## src/rtl/alu_pkg.sv

```systemverilog
// ---------------------------------------------------------------------------
// alu_pkg
// Shared definitions for the ALU command driver: opcode encodings (which
// also select the pushbutton) and the sequencing FSM state encodings.
// ---------------------------------------------------------------------------
package alu_pkg;

   typedef enum logic [1:0] {
      OP_ADD = 2'd0,
      OP_SUB = 2'd1,
      OP_SHR = 2'd2,
      OP_SHL = 2'd3
   } alu_op_e;

   typedef enum logic [2:0] {
      ST_IDLE    = 3'd0,
      ST_SETUP   = 3'd1,
      ST_PRESS   = 3'd2,
      ST_RELEASE = 3'd3,
      ST_RESP    = 3'd4
   } state_e;

   // Phase length as loaded into an 8-bit down-counter; zero means one cycle.
   function automatic logic [7:0] phase_load(input int cycles);
      if (cycles <= 0) return 8'd1;
      else if (cycles > 255) return 8'd255;
      else return 8'(cycles);
   endfunction

endpackage

```

## src/rtl/alu_ref_model.sv

```systemverilog
// ---------------------------------------------------------------------------
// alu_ref_model
// Combinational 4-bit reference of the external ALU, used to flag a captured
// result that disagrees with the operands and opcode.
// Ports:
//   op_i   opcode (add, sub, A>>B, B<<A)
//   a_i    operand A
//   b_i    operand B
//   exp_o  expected 4-bit result (all arithmetic mod 16, shifts >=4 give 0)
// ---------------------------------------------------------------------------
module alu_ref_model
   import alu_pkg::*;
(
   input  alu_op_e    op_i,
   input  logic [3:0] a_i,
   input  logic [3:0] b_i,
   output logic [3:0] exp_o
);

   always_comb begin
      exp_o = 4'd0;
      case (op_i)
         OP_ADD:  exp_o = a_i + b_i;
         OP_SUB:  exp_o = a_i - b_i;
         OP_SHR:  exp_o = a_i >> b_i;
         OP_SHL:  exp_o = b_i << a_i;
         default: exp_o = 4'd0;
      endcase
   end

endmodule

```

## src/rtl/alu_cmd_driver.sv

```systemverilog
// ---------------------------------------------------------------------------
// alu_cmd_driver
// Accepts a command (op, a, b), drives the operands to a pushbutton-style ALU,
// presses the button selected by op for HOLD_CYCLES, releases for GAP_CYCLES,
// then offers the captured result on a valid/ready response port.
//
// Optional feature: define ALU_CMD_CHECK_EN to add rsp_mismatch, which compares
// the captured result against an internal reference model.
//
// Ports:
//   clk, reset                       clock, synchronous active-high reset
//   cmd_valid/cmd_ready              command handshake
//   cmd_op, cmd_a, cmd_b             command fields
//   pushbutton_one..pushbutton_four  ALU operation select lines
//   A, B                             operands to the ALU
//   result                           ALU result (combinational in the ALU)
//   rsp_valid/rsp_ready, rsp_data    response handshake and captured result
//   rsp_mismatch                     (ALU_CMD_CHECK_EN only) result check flag
//
// state    | meaning
// ---------+-----------------------------------------------------------
// IDLE     | waiting for a command, cmd_ready high
// SETUP    | operands stable at A/B, no button pressed
// PRESS    | selected pushbutton held; result captured on last cycle
// RELEASE  | all buttons low before the response is offered
// RESP     | rsp_valid high until rsp_ready
// ---------------------------------------------------------------------------
module alu_cmd_driver
   import alu_pkg::*;
#(
   parameter int SETUP_CYCLES = 2,
   parameter int HOLD_CYCLES  = 3,
   parameter int GAP_CYCLES   = 1
) (
   input  logic       clk,
   input  logic       reset,
   input  logic       cmd_valid,
   output logic       cmd_ready,
   input  logic [1:0] cmd_op,
   input  logic [3:0] cmd_a,
   input  logic [3:0] cmd_b,
   output logic       pushbutton_one,
   output logic       pushbutton_two,
   output logic       pushbutton_three,
   output logic       pushbutton_four,
   output logic [3:0] A,
   output logic [3:0] B,
   input  logic [3:0] result,
   output logic       rsp_valid,
   input  logic       rsp_ready,
   output logic [3:0] rsp_data
`ifdef ALU_CMD_CHECK_EN
   ,
   output logic       rsp_mismatch
`endif
);

   localparam logic [7:0] SETUP_LD = phase_load(SETUP_CYCLES);
   localparam logic [7:0] HOLD_LD  = phase_load(HOLD_CYCLES);
   localparam logic [7:0] GAP_LD   = phase_load(GAP_CYCLES);

   state_e     state_q, state_d;
   logic [7:0] cnt_q, cnt_d;
   alu_op_e    op_q;
   logic [3:0] a_q, b_q, data_q;
   // Holds cmd_ready low for the first cycle after reset release.
   logic       rdy_q;
   logic       accept, capture;

   assign accept  = cmd_valid && cmd_ready;
   assign capture = (state_q == ST_PRESS) && (cnt_q <= 8'd1);

   always_ff @(posedge clk) begin
      if (reset) begin
         state_q <= ST_IDLE;
         cnt_q   <= 8'd0;
         op_q    <= OP_ADD;
         a_q     <= 4'd0;
         b_q     <= 4'd0;
         data_q  <= 4'd0;
         rdy_q   <= 1'b0;
      end else begin
         state_q <= state_d;
         cnt_q   <= cnt_d;
         rdy_q   <= 1'b1;
         if (accept) begin
            op_q <= alu_op_e'(cmd_op);
            a_q  <= cmd_a;
            b_q  <= cmd_b;
         end
         if (capture) data_q <= result;
      end
   end

   always_comb begin
      state_d = state_q;
      cnt_d   = cnt_q;
      case (state_q)
         ST_IDLE: begin
            if (accept) begin
               state_d = ST_SETUP;
               cnt_d   = SETUP_LD;
            end
         end
         ST_SETUP: begin
            if (cnt_q <= 8'd1) begin
               state_d = ST_PRESS;
               cnt_d   = HOLD_LD;
            end else begin
               cnt_d = cnt_q - 8'd1;
            end
         end
         ST_PRESS: begin
            if (cnt_q <= 8'd1) begin
               state_d = ST_RELEASE;
               cnt_d   = GAP_LD;
            end else begin
               cnt_d = cnt_q - 8'd1;
            end
         end
         ST_RELEASE: begin
            if (cnt_q <= 8'd1) begin
               state_d = ST_RESP;
               cnt_d   = 8'd0;
            end else begin
               cnt_d = cnt_q - 8'd1;
            end
         end
         ST_RESP: begin
            if (rsp_ready) state_d = ST_IDLE;
         end
         default: begin
            state_d = ST_IDLE;
            cnt_d   = 8'd0;
         end
      endcase
   end

   always_comb begin
      pushbutton_one   = 1'b0;
      pushbutton_two   = 1'b0;
      pushbutton_three = 1'b0;
      pushbutton_four  = 1'b0;
      if (state_q == ST_PRESS) begin
         case (op_q)
            OP_ADD:  pushbutton_one   = 1'b1;
            OP_SUB:  pushbutton_two   = 1'b1;
            OP_SHR:  pushbutton_three = 1'b1;
            OP_SHL:  pushbutton_four  = 1'b1;
            default: pushbutton_one   = 1'b0;
         endcase
      end
   end

   assign cmd_ready = (state_q == ST_IDLE) && rdy_q;
   assign rsp_valid = (state_q == ST_RESP);
   assign rsp_data  = data_q;
   assign A         = a_q;
   assign B         = b_q;

`ifdef ALU_CMD_CHECK_EN
   logic [3:0] exp_val;

   alu_ref_model u_ref (
      .op_i  (op_q),
      .a_i   (a_q),
      .b_i   (b_q),
      .exp_o (exp_val)
   );

   assign rsp_mismatch = rsp_valid && (data_q != exp_val);
`endif

endmodule

```

## config.mk

```make
export PLATFORM = sky130hd
export DESIGN_NAME = alu_cmd_driver
export DESIGN_NICKNAME = d
export VERILOG_FILES = /design/src/rtl/alu_pkg.sv /design/src/rtl/alu_ref_model.sv /design/src/rtl/alu_cmd_driver.sv
export SDC_FILE = /design/constraint.sdc
export NUM_CORES = 1
export LEC_CHECK = 0
export CELL_PAD_IN_SITES_DETAIL_PLACEMENT = 1
export CELL_PAD_IN_SITES_GLOBAL_PLACEMENT = 2
export CORE_ASPECT_RATIO = 1.4
export CORE_MARGIN = 2
export CORE_UTILIZATION = 40
export CTS_BUF_LIST = sky130_fd_sc_hd__clkbuf_8
export DETAILED_ROUTE_END_ITERATION = 10
export DONT_BUFFER_PORTS = 1
export HOLD_SLACK_MARGIN = 0.02
export PLACE_DENSITY = 0.89
export SYNTH_ARGS = -nofsm -noshare
export SYNTH_HDL_FRONTEND = slang
export SYNTH_SLANG_ARGS = --single-unit
```

## constraint.sdc

```tcl
create_clock -name clk -period 3.52 [get_ports clk]
set_clock_uncertainty 0.1 [all_clocks]
set_input_delay 1.056 -clock clk [delete_from_list [all_inputs] [get_ports clk]]
set_output_delay 1.056 -clock clk [all_outputs]
set_load 0.02 [all_outputs]
```

==> metrics.md <==
| Metric | Value |
|---|---|
| Routed via count | `about 940` |
| Setup TNS | `0 ns` |
| Clock Sink Count | `26` |
| CTS hold repair buffers | `0` |
| Critical Path Start Type | `register` |
| DRT iter0 DRCs | `18` |
| Status | `complete, no violations` |
| Hold Path Class | `reg -> reg` |
| Register Area | `approximately 520 µm²` |
| Synth cell types | `33` |
| Slew margin rel. | `between 50% and 60%` |
| Worst Tran Pin Value | `a little over 0.7 ns` |
| DRC | `0` |
| Mapped Nets | `around 160` |
| Mux cell area share after synthesis | `between 10% and 20%` |
| Setup bufs post-CTS | `0` |
| Maximum vdd drop | `roughly 0.38 mV` |
| CTS tree | `yes` |
| Flop2flop setup slack | `1.12 ns` |
| Worst-path clk slew | `0.08 ns` |
| Post-DR vias/cell | `around 5.5` |
| Pin count of the biggest net entering global routing | `21` |
| Element type at the critical path end | `primary output` |
| P&R area growth vs syn | `6.13%` |
| Final setup vio count | `0` |
| GR Util All Layers | `approximately 17%` |
| CTS Buffer Depth | `2` |
| Hpwl dp | `~2100 µm` |
| Final period util | `a little over four fifths` |
| Worst-path fanout max | `9` |
| Avg Inst Size Synth | `just under 9 µm²` |
| Largest family of logic cells by synthesized area | `simple AND/OR/NAND/NOR gates` |
| First-pass DRT Iterations | `4` |
| Antenna violations before repair | `0` |
| Worst Setup Slack post-DPL | `between 0.8 and 0.9 ns` |
| Worst-Skew Late Latency | `0.28 ns` |
| Yosys reg bits | `26` |
| Vias in the first global route | `between 1k and 1.5k` |
| CP arrival | `between 1.5 and 2 ns` |
| Leak pwr | `0.546 nW` |
| Multi-input gate area | `about 650 µm²` |
| Pins Over Slew Limit | `0` |
| Post-Synth Adder-Cell Area | `under 10%` |
| I/O pin count | `36` |
| Layout cells sized above 1 | `between 6 and 7%` |
| Final GP Congestion | `0.723` |
| Initial Util | `between 40% and 50%` |
| Grt total ovfl | `0` |
| Synth top area share | `between 40% and 50%` |
| Synth warn | `0` |
| Die Y | `approximately 69 µm` |
| Yosys top cell by area | `dfxtp_1` |
| Final #Nets | `about 150` |
| Row cnt | `23` |
| Ant. Diodes | `0` |
| WS Path Type | `reg -> out` |
| Xor and xnor area share after synthesis | `roughly 4.3%` |
| PortBufs | `0` |
| WL/cell | `roughly 16 µm` |
| Final worst slack | `0.540 ns` |
| Root Buffer | `clkbuf_8` |
| Fmax | `roughly 0.34 GHz` |
| Maxcap violations | `0` |
| H-tree levels | `1` |
| DRT antenna net count | `0` |
| Fin crit period | `between 2 and 3 ns` |
| Core area | `around 2900 µm²` |
| Fillers | `around 350` |
| TritonCTS buffer count | `3` |
| Post-cts sizing count | `0` |
| Syn Inst Count | `137` |
| Seq/Total Area, Yosys | `42.5%` |
| Pwr per Cell Area | `approximately 960 nW/µm²` |
| WL final | `about 2800 µm` |
| First-pass GRT wire length | `between 4000 and 5000 µm` |
| Synth Area in Compound Gates | `10.1%` |
| Final Hold Viols | `0` |
| RSZ-0062 raised after global routing | `false` |
| Simple-Gate Fraction of Synth Area | `26.0%` |
| Die Footprint | `3530 µm²` |
| Required @ worst endpoint | `2.36 ns` |
| Die W | `between 50 and 60 µm` |
| Mapped Area | `~1200 µm²` |
| Ranking of synthesized cells by area | `dfxtp_1, mux2i_1, nor2_1, xor2_1, nand2_1` |
[cells in the final DEF (no fill, tap or decap), types with 4 or more instances in the layout]
| cell | count |
|---|---|
| a21oi_1 | 6 |
| dfxtp_1 | 26 |
| mux2i_1 | 13 |
| nand2_1 | 9 |
| nand3_1 | 4 |
| nor2_1 | 23 |
| nor3_1 | 6 |
| o21ai_0 | 4 |
| xor2_1 | 6 |
[flip-flops by register name, indices dropped and copies added (netlist names)]
name	flops
state_q	3
cnt_q	8
A	4
rdy_q	1
rsp_data	4
op_q	2
B	4
[report_power, final]
part	internal (W)	switching, W
clock	0.000152	0.0000957
sequential	0.000366	0.000109
combinational	0.000217	0.000305
[layout make-up]
class | count | area share (%)
clock buffers | 3 | 3.18
clock inverters | 1 | 2.31
inverters | 3 | 0.866
multi-input cells | 100 | 50.0
flip-flops and latches | 26 | 40.0
well taps | 37 | 3.56
[per-layer routing]
layer  wire length, µm  up-vias  global-route usage [%]  part of all wire [%]
li1                  -      464                       -                     -
met1               971      455                    16.2                    35
met2              1680       13                    34.8                    61
met3                93        5                    3.45                   3.3
met4                34        0                    6.01                   1.2
met5                 0        -                       0                     0
[cell families (layout without fill, tap and decap cells)]
kind of cell,Yosys count,count (layout)
AOI/OAI and AO/OA,19,19
xor gates and xnor gates,6,6
adders and majority gates,2,2
buffers and inverters,11,7
DFF,26,26
muxes,13,13
and+or+nand+nor,60,60
[cells in the mapped netlist, drive strengths merged]
cell type / n
nor3: 6
or2: 2
buf: 2
mux2i: 13
o21ai: 4
and3: 2
a211oi: 1
a311oi: 1
dfxtp: 26
o211ai: 3
nor2: 23
a21oi: 6
a32o: 2
or3: 1
inv: 3
nor3b: 3
nand4: 2
nand3b: 1
clkbuf: 6
nand2: 9
ha: 2
o21a: 1
a21boi: 1
nand3: 4
and2: 2
and3b: 4
xor2: 6
nor4: 1
[worst paths after layout]
check | to | cells past startpoint | from
setup reg to reg | cnt_q[2] | 6 | cnt_q[0]
setup / recovery | pushbutton_one | 2 | state_q[1]
hold / removal | cnt_q[7] | 2 | cnt_q[7]
hold reg to reg | cnt_q[7] | 2 | cnt_q[7]
[critical path, cell delays in order, from the launching register on]
cell     delay (ns)
dfxtp_1        0.46
nor3b_2        0.48
nor3b_1        0.61
[through the flow]
stage | power (W) | instance area, µm² | cells | util, % | hold WS (ns)
after floorplan | 0.000937 | 1220 | 137 | - | 0.353
after global placement | 0.000979 | 1230 | 166 | 42.3 | 0.360
after detailed placement | 0.00101 | 1230 | 166 | 42.3 | 0.386
after CTS | 0.00126 | 1300 | 170 | 44.7 | 0.396
after global routing | 0.00135 | 1300 | 170 | 44.7 | 0.424
final | 0.00124 | 1300 | 170 | 44.7 | 0.387
Power figures use the tool's default switching activity.
